File: src/rtl/div_pkg.sv
// Shared types and constants for the multi-cycle DIV/DIVU sequencer.
package div_pkg;
  typedef enum logic [1:0] {IDLE, ITER, FIX, DONE} div_state_t;

  localparam int DEF_WIDTH = 32;
  localparam int DEF_STEPS = 1;

  // Wide enough for any WIDTH up to 64; users slice the low WIDTH bits.
  localparam logic [63:0] DIV_ZERO_QUOT = '1;

  function automatic int cnt_w(input int width, input int steps);
    return $clog2(width / steps + 1);
  endfunction
endpackage

File: src/rtl/div_step.sv
// One combinational restoring-division step: shift in a dividend bit, subtract if it fits.
module div_step #(
  parameter int WIDTH = 32
) (
  input  logic [WIDTH-1:0] i_rem,
  input  logic             i_bit,
  input  logic [WIDTH-1:0] i_dvs,
  output logic [WIDTH-1:0] o_rem,
  output logic             o_q
);
  logic [WIDTH:0]   w_shift;
  logic [WIDTH-1:0] w_diff;

  assign w_shift = {i_rem, i_bit};
  // Remainder stays below the divisor, so the true difference always fits WIDTH bits.
  assign w_diff  = w_shift[WIDTH-1:0] - i_dvs;
  assign o_q     = (w_shift >= {1'b0, i_dvs});
  assign o_rem   = o_q ? w_diff : w_shift[WIDTH-1:0];
endmodule

File: src/rtl/div_sequencer.sv
// Iterative DIV/DIVU controller: STEPS restoring steps per cycle, quotient to LO, remainder to HI.
// Optional macro DIV_EARLY_OUT_EN skips iteration for zero divisor or |dividend| < |divisor|.
module div_sequencer
  import div_pkg::*;
#(
  parameter int WIDTH = DEF_WIDTH,
  parameter int STEPS = DEF_STEPS
) (
  input  logic             clock,
  input  logic             reset,
  input  logic             start,
  input  logic             is_signed,
  input  logic [WIDTH-1:0] dividend,
  input  logic [WIDTH-1:0] divisor,
  input  logic             flush,
  output logic             busy,
  output logic             done,
  output logic [WIDTH-1:0] hi_out,
  output logic [WIDTH-1:0] lo_out
);
  localparam int NITER = WIDTH / STEPS;
  localparam int CW    = cnt_w(WIDTH, STEPS);

  div_state_t       r_state;
  logic [CW-1:0]    r_cnt;
  logic [WIDTH-1:0] r_rem, r_quo, r_dvs, r_dvd, r_hi, r_lo;
  logic             r_a_neg, r_b_neg, r_dvz, r_early, r_busy, r_done;

  logic             w_a_neg, w_b_neg, w_early;
  logic [WIDTH-1:0] w_a_mag, w_b_mag, w_quo_next, w_q_mag, w_r_mag, w_lo_fix, w_hi_fix;
  logic [STEPS:0][WIDTH-1:0] w_rem_c;
  logic [STEPS-1:0] w_qbits;

  assign w_a_neg = is_signed & dividend[WIDTH-1];
  assign w_b_neg = is_signed & divisor[WIDTH-1];
  assign w_a_mag = w_a_neg ? -dividend : dividend;
  assign w_b_mag = w_b_neg ? -divisor : divisor;

`ifdef DIV_EARLY_OUT_EN
  assign w_early = (divisor == '0) | (w_a_mag < w_b_mag);
`else
  assign w_early = 1'b0;
`endif

  // r_quo starts as the dividend magnitude; its MSBs feed the chain while quotient bits shift in at the LSB.
  assign w_rem_c[0] = r_rem;
  for (genvar g = 0; g < STEPS; g++) begin : g_step
    div_step #(.WIDTH(WIDTH)) u_step (
      .i_rem (w_rem_c[g]),
      .i_bit (r_quo[WIDTH-1-g]),
      .i_dvs (r_dvs),
      .o_rem (w_rem_c[g+1]),
      .o_q   (w_qbits[STEPS-1-g])
    );
  end
  assign w_quo_next = (r_quo << STEPS) | WIDTH'(w_qbits);

  // FIX runs the final step group itself, so ITER lasts NITER-1 cycles.
  assign w_q_mag  = r_early ? '0    : w_quo_next;
  assign w_r_mag  = r_early ? r_quo : w_rem_c[STEPS];
  assign w_lo_fix = r_dvz ? DIV_ZERO_QUOT[WIDTH-1:0] : ((r_a_neg ^ r_b_neg) ? -w_q_mag : w_q_mag);
  assign w_hi_fix = r_dvz ? r_dvd : (r_a_neg ? -w_r_mag : w_r_mag);

  always_ff @(posedge clock) begin
    if (reset) begin
      r_state <= IDLE;
      r_cnt   <= '0;
      r_rem   <= '0;
      r_quo   <= '0;
      r_dvs   <= '0;
      r_dvd   <= '0;
      r_a_neg <= 1'b0;
      r_b_neg <= 1'b0;
      r_dvz   <= 1'b0;
      r_early <= 1'b0;
      r_busy  <= 1'b0;
      r_done  <= 1'b0;
      r_hi    <= '0;
      r_lo    <= '0;
    end else begin
      case (r_state)
        IDLE, DONE: begin
          r_done <= 1'b0;
          if (start && !flush) begin
            r_rem   <= '0;
            r_quo   <= w_a_mag;
            r_dvs   <= w_b_mag;
            r_dvd   <= dividend;
            r_a_neg <= w_a_neg;
            r_b_neg <= w_b_neg;
            r_dvz   <= (divisor == '0);
            r_early <= w_early;
            r_cnt   <= CW'(NITER);
            r_busy  <= 1'b1;
            r_state <= w_early ? FIX : ITER;
          end else begin
            r_busy  <= 1'b0;
            r_state <= IDLE;
          end
        end
        ITER: begin
          if (flush) begin
            r_busy  <= 1'b0;
            r_state <= IDLE;
          end else begin
            r_rem <= w_rem_c[STEPS];
            r_quo <= w_quo_next;
            r_cnt <= r_cnt - 1'b1;
            if (r_cnt == CW'(2)) r_state <= FIX;
          end
        end
        FIX: begin
          r_busy <= 1'b0;
          if (flush) begin
            r_state <= IDLE;
          end else begin
            r_hi    <= w_hi_fix;
            r_lo    <= w_lo_fix;
            r_cnt   <= '0;
            r_done  <= 1'b1;
            r_state <= DONE;
          end
        end
        default: r_state <= IDLE;
      endcase
    end
  end

  assign busy   = r_busy;
  assign done   = r_done;
  assign hi_out = r_hi;
  assign lo_out = r_lo;
endmodule

File: config.mk
export PLATFORM = sky130hd
export DESIGN_NAME = div_sequencer
export DESIGN_NICKNAME = d
export VERILOG_FILES = /design/src/rtl/div_pkg.sv /design/src/rtl/div_step.sv /design/src/rtl/div_sequencer.sv
export SDC_FILE = /design/constraint.sdc
export NUM_CORES = 1
export LEC_CHECK = 0
export ABC_CLOCK_PERIOD_IN_PS = 5750
export CAP_MARGIN = 0
export CORE_MARGIN = 5
export CORE_UTILIZATION = 50
export CTS_CLUSTER_SIZE = 20
export DETAILED_ROUTE_END_ITERATION = 16
export DONT_BUFFER_PORTS = 1
export MAX_ROUTING_LAYER = met4
export SLEW_MARGIN = 20
export SYNTH_ARGS = -nofsm -noshare
export SYNTH_HDL_FRONTEND = slang
export SYNTH_HIERARCHICAL = 1
export SYNTH_SLANG_ARGS = --single-unit
File: constraint.sdc
create_clock -name clock -period 5.75 [get_ports clock]
set_clock_uncertainty 0.2 [all_clocks]
set_input_delay 0.8625 -clock clock [delete_from_list [all_inputs] [get_ports clock]]
set_output_delay 0.8625 -clock clock [all_outputs]
set_load 0.005 [all_outputs]
==> impl_metrics.ini, run 1 <==
[min_path]
hp-start = reset
hold_path.class = in2reg

[floorplanning]
initial_utilization_pct = 50.84
ios = 135
fp.dieW_um = 170.3
die_h_um = 170.3
core_um2 = 25250
die_area_um2 = 28990
rows = 58

[run_status]
status = completed

[cells_and_area]
final_cell_area_um2 = 13810
syn2layout_area_growth_pct = 7.581
fin_nets = 1705
nFillCells = 2492
final_layout_size_suffix_gt1_share_pct = 7.692
final_cell_mix = nand2_1, dfxtp_1, nor2_1, a21oi_1, o21ai_0
final_common_cell = nand2_1
diodes = 0

[detailed_routing]
route.antenna.remaining_nets = 0
drtPass1Iterations = 6
wl_um = 38460
viasPerCell = 5.991
drt-initial-drc-count = 904
drc = 0
vias = 11640
post_drt_wl_per_cell_um = 19.80

[worst_setup_path]
path_max_fanout = 18
crit_required_ps = 5960
worstSetupEndpointType = flop
cp.arrival_ps = 5630
crit_type = reg2reg
crit_path_start = r_rem[6]
cp-start-kind = flop
reg2reg_from = r_rem[6]

[global_routing]
grt_usage_pct = 26.28
antenna_found_initial = 0
grtUsageMet1_pct = 35.64
grtUsageMet2_pct = 40.59
gr-max-usage-layer = met2
grt_pass1_vias = 10840
grt_max_degree = 197
grt_pass1_wl_um = 60380
gr-total-overflow = 0
grtUsageMet3_pct = 5.412

[power_and_ir_drop]
p_comb_share_pct = 19.0
p_clk_share_pct = 41.6
ir_drop_uv = 225.5
pwr-share-seq_pct = 39.4
p_sw_share_pct = 29.07
intPower_mw = 2.712
p_total_mw = 3.823
leakage_nw = 5.071
switchingPower_mw = 1.112
powerDensity_nw_per_um2 = 276.8

[clocking]
cts.sinks = 205
clockBufferDepth = 3
clk_latency_ps = 520
clockRootBuffer = clkbuf_16
cts_hold_buf = 0
postCtsSetupBuffers = 0
cts_resized = 0
clk_pin_slew_worst_paths_ps = 60
numCtsBuffers = 25
htreeDepth = 1
tritoncts = yes

[yosys]
yosysTopAreaCellShare_pct = 31.96
synth_top_cell_by_area = dfxtp_1
netlist_area_um2 = 12840
synth_flop_cell = dfxtp_1
synthCells = 1663
synth-edff-count = 0
syn_avg_cell_area_um2 = 7.721
ys_ff_latch = 205
synth.distinct_cells = 75
yosys_warnings = 6
yosys-top-cells-area = dfxtp_1, nand2_1, a21oi_1
syn_nets = 1773
ys_async_sr_fraction_pct = 0
ys_seq_area_share_pct = 31.96

[place]
port_buffers = 0
post-dp-hpwl_um = 28310
dpl_cell_area_um2 = 12960
gp_congestion = 0.9297

[timing]
min_period_ps = 5420
hold_violations = 0
finalMaxSlewViolations = 0
slew_headroom_pct = 31.39
setup_viol = 0
fmax_mhz = 184.5
rsz0062_at_grt = false
fin_crit_sh_pct = 94.26
tightest_slew_ps = 1022
tns_ps = 0
holdWs_ps = 224.0

[run]
max-cap-violations = 0
[sequential cells by signal, indices dropped and copies added, names as in the netlist, 2 cells and up]
name / flops
hi_out: 32
lo_out: 32
r_dvd: 32
r_dvs: 32
r_quo: 32
r_rem: 32
r_cnt: 6
r_state: 2
[power groups by stage]
stage | sequential, mW | combinational [mW] | clock, mW
finish | 1.51 | 0.726 | 1.59
global route | 1.51 | 0.802 | 1.69
CTS | 1.51 | 0.719 | 1.62
detailed placement | 1.54 | 0.714 | 0
global placement | 1.54 | 0.712 | 0
floorplan | 1.53 | 0.586 | 0
[final timing paths]
| kind | endpoint | slack [ps] | cells past startpoint |
|---|---|---|---|
| max | hi_out[31] | 330 | 17 |
| min | r_state[0] | 220 | 1 |
| max reg2reg | hi_out[31] | 330 | 17 |
| min reg2reg | r_dvd[14] | 250 | 2 |
[kinds of logic after synthesis]
kind of cell,after synthesis,share of synthesized area [%]
muxes,42,3.849
and+or+nand+nor,563,20.24
xor gates and xnor gates,138,9.413
AOI/OAI and AO/OA,485,24.65
buffers and inverters,189,5.827
DFF,205,31.96
adders and majority gates,41,4.054
[Yosys cell counts (11+ instances only)]
library cell / instances
nor3b_1: 11
a21oi_1: 137
or4_1: 14
a211oi_1: 57
or3_1: 15
dfxtp_1: 205
a21o_1: 15
nor3_1: 34
and3_1: 11
o21ai_0: 98
inv_1: 73
clkbuf_1: 99
a31oi_1: 22
mux2_2: 23
nand3_1: 17
o211ai_1: 11
o41ai_1: 24
a22oi_1: 33
xor2_1: 60
nand2_1: 209
xnor2_1: 78
nand4_1: 12
ha_1: 40
nor2_1: 174
o31ai_1: 20
nor4_1: 16
[per-layer routing]
layer  wire length [um]  part of all wire, %
met3               2857                  7.4
met1              17640                   46
met2              17110                   44
met4                854                  2.2
met5                  0                    0
[final cells by class]
| class | instances | area (um^2) | share of cell area [%] |
|---|---|---|---|
| well taps | 330 | 412.9 | 2.989 |
| multi-input cells | 1269 | 8031 | 58.14 |
| clock buffers | 40 | 782.0 | 5.661 |
| repair buffers | 20 | 150.1 | 1.087 |
| clock inverters | 4 | 51.30 | 0.3714 |
| inverters | 74 | 280.3 | 2.029 |
| flip-flops and latches | 205 | 4105 | 29.72 |
[worst max-delay path: stages, from the launching register on]
cell and delay (ps):
dfxtp_1 340, ha_1 370, a21oi_2 220, a211oi_1 100, or3_4 390, nor4b_4 330, o21ai_2 130, a31oi_4 220
o21a_4 210, inv_4 90, mux2_2 330, or4_1 650, or4b_1 560, buf_4 220, nor4_1 330, mux2_2 370
o21ai_0 150, a21oi_1 80
[stage by stage]
stage,cells,worst slack (ps),util [%]
5_1_grt,1942,7.684,54.70
6_report,1942,329.8,54.70
3_5_place_dp,1898,196.1,51.32
4_1_cts,1942,172.9,54.62
2_1_floorplan,1663,667.4,-
3_3_place_gp,1898,311.9,51.32
Power figures use the tool's default switching activity.
==> inputs of run 2 (changes only) <==
- CAP_MARGIN: 0 -> 20
==> results of run 2 <==
Same layout as run 1: the final DEF is identical, and so are final timing and power.
==> inputs of run 3 (changes only) <==
- ABC_AREA: unset -> 0
==> results of run 3 <==
Same layout as run 1: the final DEF is identical, and so are final timing and power.
